[src/rtl/startup_sequencer.sv]
// startup_sequencer: behavioural model of the FPGA configuration-startup primitive
module startup_sequencer #(
  parameter int NUM_CH      = 4,
  parameter int GSR_CYCLES  = 8,
  parameter int STAGGER     = 4,
  parameter int PROG_USR    = 0,
  parameter int ACK_TIMEOUT = 16
) (
  input  logic              clk,
  input  logic              reset,
  input  logic              gsr_req,
  input  logic              prog_req,
  input  logic              pack,
  output logic              gsr,
  output logic              eos,
  output logic              preq,
  output logic              reconfig,
  output logic [NUM_CH-1:0] user_rst
);
  localparam int LAST = GSR_CYCLES + STAGGER * NUM_CH;
  localparam int TOP  = (LAST + 1 > ACK_TIMEOUT) ? LAST + 1 : ACK_TIMEOUT;
  localparam int CW   = $clog2(TOP + 1);
  typedef logic [CW-1:0] cnt_t;
  localparam cnt_t G  = cnt_t'(GSR_CYCLES);
  localparam cnt_t L  = cnt_t'(LAST);
  localparam cnt_t T  = cnt_t'(TOP);
  localparam cnt_t TO = cnt_t'(ACK_TIMEOUT);
  typedef enum logic [1:0] {ST_GSR, ST_STAGGER, ST_RUN, ST_PREQ} state_t;
  state_t state, state_n;
  cnt_t cnt, cnt_n, c;
  logic seq, gsr_n, eos_n, preq_n, reconfig_n;
  logic [NUM_CH-1:0] user_rst_n;
  // cnt is the index of the startup cycle produced by the coming edge; c=0 restarts it
  always_comb begin
    state_n = state;
    cnt_n = cnt;
    c = cnt;
    seq = 1'b0;
    gsr_n = 1'b0;
    eos_n = 1'b0;
    preq_n = 1'b0;
    reconfig_n = 1'b0;
    user_rst_n = '0;
    case (state)
      ST_GSR, ST_STAGGER: begin
        seq = 1'b1;
        c = gsr_req ? '0 : cnt;
      end
      ST_RUN: begin
        if (prog_req && PROG_USR != 0) begin
          state_n = ST_PREQ;
          cnt_n = cnt_t'(1);
          preq_n = 1'b1;
          eos_n = 1'b1;
        end else begin
          seq = prog_req || gsr_req;
          c = '0;
          reconfig_n = prog_req;
          eos_n = 1'b1;
        end
      end
      default: begin
        if (pack || (ACK_TIMEOUT != 0 && cnt == TO)) begin
          seq = 1'b1;
          c = '0;
          reconfig_n = 1'b1;
        end else begin
          preq_n = 1'b1;
          eos_n = 1'b1;
          cnt_n = (ACK_TIMEOUT != 0 && cnt != T) ? cnt + cnt_t'(1) : cnt;
        end
      end
    endcase
    if (seq) begin
      cnt_n = (c == T) ? c : c + cnt_t'(1);
      gsr_n = c < G;
      state_n = (c > L) ? ST_RUN : (c >= G) ? ST_STAGGER : ST_GSR;
      eos_n = c > L;
      for (int i = 0; i < NUM_CH; i++) user_rst_n[i] = c < cnt_t'(GSR_CYCLES + STAGGER * (i + 1));
    end
  end
  always_ff @(posedge clk) begin
    if (reset) begin
      state <= ST_GSR;
      cnt <= '0;
      gsr <= 1'b1;
      eos <= 1'b0;
      preq <= 1'b0;
      reconfig <= 1'b0;
      user_rst <= '1;
    end else begin
      state <= state_n;
      cnt <= cnt_n;
      gsr <= gsr_n;
      eos <= eos_n;
      preq <= preq_n;
      reconfig <= reconfig_n;
      user_rst <= user_rst_n;
    end
  end
endmodule

[config.mk]
export PLATFORM = sky130hd
export DESIGN_NAME = startup_sequencer
export DESIGN_NICKNAME = d
export VERILOG_FILES = /design/src/rtl/startup_sequencer.sv
export SDC_FILE = /design/constraint.sdc
export NUM_CORES = 1
export LEC_CHECK = 0
export ABC_AREA = 1
export CAP_MARGIN = 30
export CELL_PAD_IN_SITES_DETAIL_PLACEMENT = 1
export CELL_PAD_IN_SITES_GLOBAL_PLACEMENT = 1
export CORE_MARGIN = 2
export CORE_UTILIZATION = 33
export CTS_BUF_LIST = sky130_fd_sc_hd__clkbuf_4
export DETAILED_ROUTE_END_ITERATION = 8
export PLACE_DENSITY_LB_ADDON = 0.12
export SLEW_MARGIN = 20
export SYNTH_ARGS = -nofsm -noshare
export SYNTH_HDL_FRONTEND = slang
export SYNTH_SLANG_ARGS = --single-unit
export TNS_END_PERCENT = 10
[constraint.sdc]
create_clock -name clk -period 2.5 [get_ports clk]
set_input_delay 0.5 -clock clk [delete_from_list [all_inputs] [get_ports clk]]
set_output_delay 0.5 -clock clk [all_outputs]
set_load 0.05 [all_outputs]
==> results by stage, run 1 <==
Outcome:
- The run finished with clean final reports.

Final layout:
- The non-filler instance count after layout is 157.
- The relative area change from synthesis to final layout is 20.34%.
- In the final layout, the share of cells above drive strength 1 is 0.1181.
- The layout net count is 136.
- 0 antenna diodes ended up in the layout.

Clock network:
- For the worst-skew pair, the clock arrives at the later sink with an insertion delay of between 200 and 300 ps.
- Once the clock tree was built, the setup fixing pass inserted 0 buffers.
- In this run the number of H-tree levels came out at 1.
- The clock net in this run drives a total of 15 sinks.
- TritonCTS built the clock tree.
- The clock transition at the registers of the reported paths is 100 ps.
- The clock tree root driver cell is sky130_fd_sc_hd__clkbuf_4.
- The number of buffers created by CTS is 3.
- The number of buffers inserted by hold repair at cts is 0.
- The clock passes through at most 2 buffers.
- The total of cells resized after clock tree synthesis is 0.

Critical path:
- The largest incremental delay on the critical path is 800 ps.
- The worst setup path is captured at a primary output.
- The number of buffers and inverters on the critical path is 1.
- In this run the worst path has a maximum fanout of 1.
- For this design, the slowest cell found on the critical path is sky130_fd_sc_hd__clkdlybuf4s50_1.
- The arrival time of data at the critical path endpoint is 1410 ps.
- The family with the most delay on the worst path is buffers and inverters.
- Walking the worst path, the cells encountered are clkdlybuf4s50_1.
- The nature of the critical path startpoint is a register.
- The critical path data required time is 2000 ps.
- The critical setup path kind is register to primary output.

STA:
- The maximum clock skew at final layout is 5.959 ps.
- The worst slew slack as a fraction of its limit is 0.6661.
- The share of the clock period used by the worst path after layout is 0.7634.
- At the pin with the least slew margin, the transition time is around 500 ps.
- The final number of hold-violating endpoints is 0.
- Once routing completed, OpenROAD measured the worst setup slack at 591.5 ps.
- The number of slew-limit violations in the final report is 0.
- The total setup violations reported at the end of the flow is 0.
- Static timing analysis puts the maximum clock frequency at 0.5240 GHz.
- The final hold slack is 560.1 ps.
- After routing, the total negative slack on setup checks comes to 0 ps.
- The final critical-path required period is roughly 1900 ps.
- Setup repair after global routing left no endpoint under its margin.

Synth:
- Of the total synthesized cell area, the portion taken by full adders, half adders and majority gates is 0.04587.
- Each instance of the synthesized netlist takes up on average 7.116 um^2.
- The most instantiated library cell after synthesis is sky130_fd_sc_hd__nand2_1.
- The share of cell area taken by muxes after synthesis is 0.
- The most used flip-flop cell after synthesis is sky130_fd_sc_hd__dfxtp_1.
- Counting flops with an async set or reset pin after synthesis yields a share of 0.
- The dominant combinational cell family by area after synthesis is simple AND/OR/NAND/NOR gates.
- The post-synthesis instance total is 115.
- Of the total synthesized cell area, the portion taken by XOR and XNOR cells is 0.02141.
- The synthesized net count is 123.
- Yosys printed 0 warnings.
- The synthesized design contains 15 register bits.
- By area the synthesized netlist is led by sky130_fd_sc_hd__dfxtp_1 (37%), sky130_fd_sc_hd__nand2_1 (13%), sky130_fd_sc_hd__inv_1 (6.4%).
- The fraction of the mapped netlist area in compound gates is 0.1529.
- The share of the yosys chip area belonging to registers is 0.3670.
- The cell taking the most area after synthesis is sky130_fd_sc_hd__dfxtp_1.
- By count the netlist is led by sky130_fd_sc_hd__nand2_1 (28), sky130_fd_sc_hd__dfxtp_1 (15), sky130_fd_sc_hd__inv_1 (14).
- The post-synthesis share of cell area spent on and, or, nand and nor gates is 0.3119.
- The unique cell type count in the Yosys netlist is 23.
- The number of enable-type register cells in the synthesized netlist is 0.
- The cell area after technology mapping is about 820 um^2.
- The area fraction of the dominant cell type after synthesis is 0.3670.

Global routing:
- The pin count of the biggest net entering global routing is 12.
- The overall fraction of global-route tracks in use is 0.1711.
- The global-route wire length before repair is 3.477 mm.
- The global route total overflow is 0.
- The via count of the first global-routing pass is roughly 760.
- The number of antenna violations at the first check in global routing came to 0.

Routing:
- Summed over all layers, the routed wires come to roughly 1.9 mm.
- The remaining routing DRC violations is 0.
- The detailed router finished its first iteration with 9 violations.
- The total iterations of the first detailed-routing run is 4.
- The count of nets left with antenna violations once routing finished came out at 0.
- The total number of vias is approximately 760.
- The number of vias per cell is just under 5.
- The routed wire length per instance is 12.21 um.

Place:
- The total of buffers placed on input and output ports is 12.
- The pre-CTS setup slack is 557.9 ps.
- The final RePlAce weighted congestion is 0.7758.
- Including well taps, the total number of placed cells is 153.
- The HPWL after detailed placement is about 1.5 mm.

Floorplanning:
- The vertical die dimension is ~54 um.
- Pin placement for this block handled 13 I/O pins.
- The area of the die is 2894 um^2.
- The die width is 53.80 um.
- The total area inside the core boundary comes to between 2000 and 2500 um^2.
- The floorplan row count is 18.
- The initial core utilization is 0.3396.

Power:
- Power comes to 417.3 uW.
- The part of the power in the clock network is 0.337.
- The total internal power is 313.1 uW.
- For this design the ratio of total power to cell area is 423.8 nW/um^2.
- The combinational cell fraction of total power is 0.073.
- The proportion of power drawn by flip-flops and latches is 0.590.
- The analysis attributes to cell leakage a power of approximately 0.00044 uW.
- The share of total power consumed by net switching is 0.2497.
- The net switching power is 104.2 uW.
- The peak supply drop is 0.2154 mV.

Hold path:
- The worst hold path belongs to the class register to register.

Run:
- Max-cap violations in this run came to 0.
[cells in the final DEF, fill, tap and decap left out]
cell and n:
sky130_fd_sc_hd__xor2_1 2, sky130_fd_sc_hd__o21a_1 1, sky130_fd_sc_hd__nor2_1 8, sky130_fd_sc_hd__nand3_4 1, sky130_fd_sc_hd__nand3b_1 1, sky130_fd_sc_hd__dfxtp_1 15
sky130_fd_sc_hd__o21ai_1 3, sky130_fd_sc_hd__clkinv_2 1, sky130_fd_sc_hd__inv_1 14, sky130_fd_sc_hd__nand2_2 3, sky130_fd_sc_hd__nand2_4 2, sky130_fd_sc_hd__o21bai_1 1
sky130_fd_sc_hd__nand3_1 6, sky130_fd_sc_hd__nor2_4 1, sky130_fd_sc_hd__o211ai_2 1, sky130_fd_sc_hd__nand2_1 28, sky130_fd_sc_hd__clkdlybuf4s50_1 12, sky130_fd_sc_hd__a21oi_1 8
sky130_fd_sc_hd__o211ai_1 1, sky130_fd_sc_hd__ha_1 3, sky130_fd_sc_hd__nand4_1 2, sky130_fd_sc_hd__clkbuf_4 3, sky130_fd_sc_hd__o21ai_0 7, sky130_fd_sc_hd__inv_2 3
[metrics by stage]
stage                     instance area (um^2)  utilization
after floorplan                          818.3            -
after global placement                   957.2       0.3972
after detailed placement                 957.2       0.3972
after CTS                                984.7       0.4086
after global routing                     984.7       0.4086
final                                    984.7       0.4086
[final cells by class]
type	instances	area, um^2
clock buffers	3	22.52
fillers	313	1425
inverters	17	63.81
well taps	30	37.54
multi-input cells	79	435.4
flip-flops and latches	15	300.3
clock inverters	1	5.005
repair buffers	12	120.1
[per-layer routing]
metal	vias up	global-route usage	part of all wire
met3	2	0.03611	0.037
met1	351	0.2186	0.45
met4	0	0.07692	0.0063
met2	12	0.2744	0.51
li1	391	-	-
met5	-	0	0
[logic make-up after synthesis]
family | Yosys count
AO/OA/AOI/OAI | 22
XOR/XNOR | 2
adder cells (fa/ha/maj) | 3
buffers and inverters | 21
flip-flops | 15
AND/OR/NAND/NOR | 52
[path summary, 6_finish.rpt]
kind / start / endpoint / slack [ps] / depth (start not counted)
min reg2reg: state[0] / reconfig / 560 / 3
max: user_rst[0] / user_rst[0] / 590 / 1
min: state[0] / reconfig / 560 / 3
max reg2reg: cnt[0] / user_rst[0] / 790 / 12
[state kept, by name, summed over array words and instances, names as in the netlist]
register / flops
cnt: 5
user_rst: 4
state: 2
eos: 1
gsr: 1
preq: 1
reconfig: 1
[power by group through the flow]
stage / Sequential [uW] / Combinational [uW] / Clock [uW]
floorplan: 248 / 22.5 / 0
global placement: 252 / 30.5 / 0
detailed placement: 252 / 30.9 / 0
CTS: 246 / 31.1 / 151
global route: 247 / 35.9 / 164
finish: 246 / 30.4 / 140
(Power assumes the default switching activity.)
==> run 2: changes to the inputs <==
clock period = 1.75 ns   (was 2.5 ns; I/O delays follow)
==> results by stage, run 2 (synthesis gave the netlist of run 1 again) <==
Final layout:
- The number of fillers in the final layout is 318 (+1.6%).
- The design area is 1005 um^2 (+2.0%).
- The relative area change from synthesis to final layout is 22.78%.
- The diode insertion count for antenna repair is 0 (unchanged).
- The leading cell type in the layout, fill and taps excluded is sky130_fd_sc_hd__nand2_1.
- The fraction of layout instances using a drive strength above 1 is 0.2121 (+0.09401).
- The largest registers in the layout are cnt: 5 flops, user_rst: 4 flops, state: 2 flops.
- In the layout the commonest cells are sky130_fd_sc_hd__nand2_1 (28), sky130_fd_sc_hd__dfxtp_1 (15), sky130_fd_sc_hd__inv_1 (14).
- The layout net count came to 141 (+3.7%).
- The flip-flop count of the largest register after layout is 5 (unchanged).
- The register with the most flip-flops is cnt.
- The non-filler instance count after layout is 162 (+3.2%).

Critical path:
- The kind of capture point of the worst setup path is a register.
- The signal on the critical path passes through inv_1 -> ha_1 -> inv_1 -> nor2_1 -> nand2_2 -> nand3_4 -> nand2_4 -> nand2_1 -> nand2_1 -> nand2_2 -> o21ai_1 -> inv_1.
- The library cell appearing most often on the critical path is sky130_fd_sc_hd__inv_1.
- The arrival time of data at the critical path endpoint is 1720 ps (+310 ps).
- The largest fanout on the critical path is 10 (+9).
- The slowest stage of the critical path is the sky130_fd_sc_hd__dfxtp_1 cell.
- The largest incremental delay on the critical path was 420 ps (-380 ps).
- The buffers plus inverters on the worst setup path is 3 (+2).
- The family with the most delay on the worst path is simple AND/OR/NAND/NOR gates.
- The launching point of the worst reg2reg path is cnt[0].
- The worst setup path is launched from a register.
- The endpoint of the worst-slack reg-to-reg timing path is gsr.
- The length in cells of the worst reg-to-reg path is 12 (unchanged).
- The worst setup path is of the register to register kind.
- The critical path data required time came to 1940 ps (-60 ps).
- The setup slack of the worst register-to-register path came to 220 ps (-570 ps).
- The launching instance or port of the critical path is cnt[0].

Place:
- The total of buffers placed on input and output ports came to 12 (unchanged).
- The post-detailed-placement half-perimeter wirelength is 1.550 mm (+2.3%).
- The number of cells after detailed placement is 158 (+3.3%).
- The final RePlAce weighted congestion is 0.8248 (+6.3%).
- The instance area at placement is 974.7 um^2 (+1.8%).

Floorplanning:
- The area of the placeable core was 2410 um^2 (unchanged).
- The die width is 53.80 um (unchanged).
- The vertical die dimension is 53.80 um (unchanged).
- The boundary pin count came to 13 (unchanged).
- The initial core utilization was 0.3396 (unchanged).
- The floorplan row count is 18 (unchanged).
- The area of the die is 2894 um^2 (unchanged).

STA:
- The slew of the pin with the lowest slew margin is 359.5 ps (-139.7 ps).
- The maximum clock skew at final layout came to 4.261 ps (-1.698 ps).
- The total setup violations reported at the end of the flow is 0 (unchanged).
- The final critical-path required period is 1534 ps.
- Setup repair after global routing left no endpoint under its margin.
- The worst slew slack as a fraction of its limit came to 0.7587 (+0.09257).
- The final number of hold-violating endpoints is 0 (unchanged).
- The total negative slack is 0 ps (unchanged).
- The achievable clock frequency is 0.6518 GHz.
- The share of the clock period used by the worst path after layout is 0.8767.
- The number of slew-limit violations in the final report is 0 (unchanged).

Routing:
- The routed wire length per instance was 12.17 um (-0.36%).
- The number of nets with antenna violations after detailed routing is 0 (unchanged).
- The total iterations of the first detailed-routing run is 4 (unchanged).
- The iteration-0 DRC count of the detailed router is 5 (-4).
- The remaining routing DRC violations is 0 (unchanged).
- The number of vias per cell came to 4.815 (about the same).
- The total number of vias was 780 (+3.2%).
- The wire length reported by the detailed router is 1.971 mm (+2.8%).

Global routing:
- The layer flagged by global routing as most heavily used is met2.
- The global routing met1 resource utilization is 0.2121 (-0.006523).
- The number of antenna violations at the first check in global routing is 0 (unchanged).
- The global-route wire length before repair came to 3.394 mm (-2.4%).
- The pin count of the biggest net entering global routing came to 11 (-1).
- The met2 demand-to-capacity share in global routing came to 0.2744 (unchanged).
- The overall fraction of global-route tracks in use came to 0.1632 (-0.007919).
- The global route total overflow is 0 (unchanged).
- The via count of the first global-routing pass was 738 (-2.8%).
- The met3 usage was 0.03333 (-0.002778).

Power:
- The share of total power consumed by net switching was 0.2483 (-0.001418).
- The total internal power is 473.0 uW (+51%).
- The net switching power is 156.3 uW (+50%).
- The part of the power in the clock network is 0.359 (+0.022).
- The leakage power of the design is 0.0004714 uW (+7.0%).
- The combinational cell fraction of total power was 0.089 (+0.016).
- The proportion of power drawn by flip-flops and latches is 0.553 (-0.037).
- The cell area power density is 626.3 nW/um^2 (+48%).
- The peak supply drop is 0.3548 mV (+65%).

Clock network:
- In this run the clock root is driven by a sky130_fd_sc_hd__clkbuf_4.
- The post-CTS setup buffer count is 0 (unchanged).
- The number of clock sinks seen by CTS came to 15 (unchanged).
- The H-tree depth was 1 (unchanged).
- The number of buffers inserted by hold repair at cts is 0 (unchanged).
- The clock tree buffer depth is 2 (unchanged).
- The clock latency at the later pin of the worst-skew pair is 290 ps (about the same).
- The number of buffers created by CTS is 3 (unchanged).
- The total of cells resized after clock tree synthesis is 0 (unchanged).
- The clock transition at the registers of the reported paths is 100 ps (about the same).
- The clock tree from TritonCTS is built.

Hold path:
- The worst min-delay path class is register to register.
- The worst min-delay path endpoint is reconfig.
- The number of cells on the worst hold path is 3 (unchanged).
- The source of the worst hold timing path is state[0].

Run:
- The number of max-cap violations is 0 (unchanged).

Outcome:
- The flow ran to the end, and the final reports show no timing, DRC or antenna violations.
-- run 2: cell types whose count changed in the layout (fill, tap and decap cells not counted) --
| cell | delta |
|---|---|
| sky130_fd_sc_hd__clkbuf_4 | +1 |
| sky130_fd_sc_hd__buf_4 | +13 |
| sky130_fd_sc_hd__clkinv_2 | -1 |
| sky130_fd_sc_hd__clkdlybuf4s50_1 | -8 |
-- run 2: metrics by stage --
stage / hold slack [ps] / total power, uW / utilization / setup slack (ps)
CTS: 561.5 / 632.3 / 0.4169 / 191.1
global placement: 540.4 / 411.5 / 0.4045 / 34.63
global route: 631.9 / 660.4 / 0.4169 / 35.78
finish: 559.3 / 629.3 / 0.4169 / 215.8
detailed placement: 551.9 / 413.0 / 0.4045 / 22.73
floorplan: 497.1 / 386.7 / - / 257.0
-- run 2: cell type report --
class	instances	area, um^2	area share
Multi-Input combinational cell	79	435.4	0.4334
Sequential cell	15	300.3	0.2989
Timing Repair Buffer	17	137.6	0.1370
Inverter	17	63.81	0.06351
Tap cell	30	37.54	0.03736
Clock buffer	4	30.03	0.02989
-- run 2: power groups by stage --
stage,Sequential (uW),Combinational [uW],Clock (uW)
final,348,55.8,226
after global routing,349,63.3,248
after CTS,348,57.2,227
after detailed placement,356,57.2,0
after global placement,356,55.6,0
after floorplan,355,32.1,0
-- run 2: worst max-delay path by stage --
stage / to / slack, ps / depth (start not counted)
floorplan: gsr / 260 / 13
global placement: cnt[4] / 30 / 7
detailed placement: cnt[4] / 20 / 7
CTS: gsr / 190 / 12
global route: gsr / 40 / 12
finish: gsr / 220 / 12
-- run 2: tightest hold or removal path: stages (launching register included) --
cell and delay, ps:
sky130_fd_sc_hd__dfxtp_1 350, sky130_fd_sc_hd__nor2_1 70, sky130_fd_sc_hd__nand2_1 50, sky130_fd_sc_hd__a21oi_1 50
-- run 2: metal layers --
layer / routed length, um / share of wire / up-vias
li1: - / - / 397
met1: 937 / 0.48 / 365
met2: 934 / 0.47 / 14
met3: 82 / 0.042 / 4
met4: 17 / 0.0086 / 0
met5: 0 / 0 / -
==> run 3: changes to the inputs <==
CORE_UTILIZATION = 35   (was 33)
CTS_BUF_LIST = sky130_fd_sc_hd__clkbuf_8   (was sky130_fd_sc_hd__clkbuf_4)
==> results by stage, run 3 (synthesis gave the netlist of run 1 again) <==
STA:
- The maximum clock skew at final layout came to 5.060 ps (+0.7999 ps).
- The final number of hold-violating endpoints is 0 (unchanged).
- The achievable clock frequency is 0.6803 GHz (+4.4%).
- The worst slew slack as a fraction of its limit is 0.7761 (+0.01738).
- The final critical-path required period is 1470 ps (-64.17 ps).
- The share of the clock period used by the worst path after layout is 0.8400 (-0.03667).
- The slew of the pin with the lowest slew margin came to 333.7 ps (-25.89 ps).
- Setup repair after global routing left no endpoint under its margin.
- The total setup violations reported at the end of the flow is 0 (unchanged).
- The number of slew-limit violations in the final report is 0 (unchanged).
- The total negative slack is 0 ps (unchanged).

Floorplanning:
- The floorplan row count is 17 (-1).
- The boundary pin count is 13 (unchanged).
- The vertical die dimension is 52.35 um (-2.7%).
- The initial core utilization is 0.3699 (+0.03035).
- The area of the die is 2741 um^2 (-5.3%).
- The die width was 52.35 um (-2.7%).
- The area of the placeable core was 2212 um^2 (-8.2%).

Clock network:
- The clock tree root driver cell is sky130_fd_sc_hd__clkbuf_8.
- The number of clock sinks seen by CTS is 15 (unchanged).
- The clock transition at the registers of the reported paths was 60 ps (-40 ps).
- The clock tree buffer depth was 2 (unchanged).
- The clock latency at the later pin of the worst-skew pair is 250 ps (-40 ps).
- The H-tree depth is 1 (unchanged).
- The number of buffers inserted by hold repair at cts is 0 (unchanged).
- The total of cells resized after clock tree synthesis is 0 (unchanged).
- The clock tree from TritonCTS is built.
- The number of buffers created by CTS came to 3 (unchanged).
- The post-CTS setup buffer count is 0 (unchanged).

Final layout:
- Leaving out fill and tap cells, the most frequent cells in the layout are sky130_fd_sc_hd__nand2_1 (28), sky130_fd_sc_hd__dfxtp_1 (15), sky130_fd_sc_hd__inv_1 (14).
- The flip-flop count of the largest register after layout is 5 (unchanged).
- The sequential cell area came to 300.3 um^2 (unchanged).
- The leading cell type in the layout, fill and taps excluded is sky130_fd_sc_hd__nand2_1.
- The core utilization of the finished layout was 0.4604 (+0.04348).
- The layout net count is 141 (unchanged).
- The largest registers in the layout are cnt: 5 flops, user_rst: 4 flops, state: 2 flops.
- The diode insertion count for antenna repair is 0 (unchanged).
- The register with the most flip-flops is cnt.
- The number of fillers in the final layout is 294 (-7.5%).
- The fraction of layout instances using a drive strength above 1 came to 0.2121 (unchanged).
- The area of the multi-input gates is 435.4 um^2 (unchanged).
- The relative area change from synthesis to final layout is 24.47%.

Routing:
- The iteration-0 DRC count of the detailed router is 14 (+9).
- The number of nets with antenna violations after detailed routing is 0 (unchanged).
- The remaining routing DRC violations was 0 (unchanged).
- The routed wire length per instance was 12.09 um (-0.60%).
- The number of vias per cell is 4.769 (-0.96%).
- The total number of vias is 763 (-2.2%).
- The total iterations of the first detailed-routing run came to 4 (unchanged).
- The wire length reported by the detailed router was 1.935 mm (-1.8%).

Place:
- The total of buffers placed on input and output ports came to 12 (unchanged).
- The final RePlAce weighted congestion is 0.8109 (-1.7%).
- The post-detailed-placement half-perimeter wirelength is 1.573 mm (+1.5%).

Global routing:
- The pin count of the biggest net entering global routing came to 11 (unchanged).
- The number of antenna violations at the first check in global routing is 0 (unchanged).
- The global route total overflow came to 0 (unchanged).
- The global-route wire length before repair is 3.408 mm (+0.41%).
- The overall fraction of global-route tracks in use is 0.1717 (+0.008541).
- The via count of the first global-routing pass is 804 (+8.9%).

Critical path:
- The critical setup path kind is input port to register.
- The critical path data required time is 1890 ps (-50 ps).
- The worst setup path is launched from an input port.
- The arrival time of data at the critical path endpoint was 1610 ps (-110 ps).
- The kind of capture point of the worst setup path is a register.
- The largest fanout on the critical path is 5 (-5).

Power:
- The combinational cell fraction of total power is 0.082 (-0.007).
- The proportion of power drawn by flip-flops and latches came to 0.506 (-0.047).
- The leakage power of the design came to 0.0004785 uW (+1.5%).
- The peak supply drop is 0.6495 mV (+83%).
- The part of the power in the clock network is 0.411 (+0.052).
- The net switching power came to 158.4 uW (+1.4%).
- The total internal power is 526.6 uW (+11%).
- The share of total power consumed by net switching came to 0.2313 (-0.01703).
- The cell area power density is 672.6 nW/um^2 (+7.4%).

Hold path:
- The worst hold path belongs to the class register to register.

Outcome:
- The flow ran to the end, and the final reports show no timing, DRC or antenna violations.

Run:
- The number of max-cap violations came to 0 (unchanged).
-- run 3: cell count changes in the layout (fill, tap and decap cells not counted) --
cell                       before  now
sky130_fd_sc_hd__clkinv_2       0    1
sky130_fd_sc_hd__clkbuf_8       0    3
sky130_fd_sc_hd__clkbuf_4       4    0
-- run 3: worst max-delay path, stage by stage --
cell	delay, ps
sky130_fd_sc_hd__clkdlybuf4s50_1	420
sky130_fd_sc_hd__nor2_1	110
sky130_fd_sc_hd__nand2_1	120
sky130_fd_sc_hd__o21ai_1	230
sky130_fd_sc_hd__nand2_2	140
sky130_fd_sc_hd__o21ai_0	180
sky130_fd_sc_hd__a21oi_1	60
-- run 3: cell type report --
cell class | count | share of cell area
Multi-Input combinational cell | 79 | 0.4275
Sequential cell | 15 | 0.2948
Timing Repair Buffer | 17 | 0.1351
Clock buffer | 3 | 0.04054
Clock inverter | 1 | 0.004914
Tap cell | 28 | 0.03440
Inverter | 17 | 0.06265
-- run 3: power by group through the flow --
stage | Combinational (uW) | Sequential, uW | Clock (uW)
floorplan | 32.1 | 355 | 0
global placement | 56.2 | 354 | 0
detailed placement | 57.2 | 355 | 0
CTS | 57.5 | 347 | 294
global route | 65.7 | 347 | 314
finish | 56.5 | 347 | 282
-- run 3: final timing paths --
path / startpoint / end / slack, ps / depth (start not counted)
min: state[0] / reconfig / 540 / 3
max: prog_req / cnt[1] / 280 / 7
max reg2reg: cnt[0] / user_rst[0] / 280 / 12
min reg2reg: state[0] / reconfig / 540 / 3
-- run 3: per-stage QoR --
step	std cells	hold WS, ps	cell area [um^2]	worst slack [ps]	power (uW)
floorplan	115	497.1	818.3	257.0	386.7
global placement	156	527.2	972.2	37.35	410.6
detailed placement	156	538.1	972.2	12.26	411.8
CTS	160	547.9	1018	261.0	698.4
global route	160	575.8	1018	95.32	727.2
finish	160	541.6	1018	280.0	685.1
-- run 3: routing by layer --
| layer | routed length (um) | track usage | vias to the layer above |
|---|---|---|---|
| met4 | 31 | 0.05556 | 0 |
| li1 | - | - | 401 |
| met5 | 0 | 0 | - |
| met1 | 893 | 0.1996 | 345 |
| met3 | 73 | 0.06000 | 4 |
| met2 | 936 | 0.2917 | 13 |
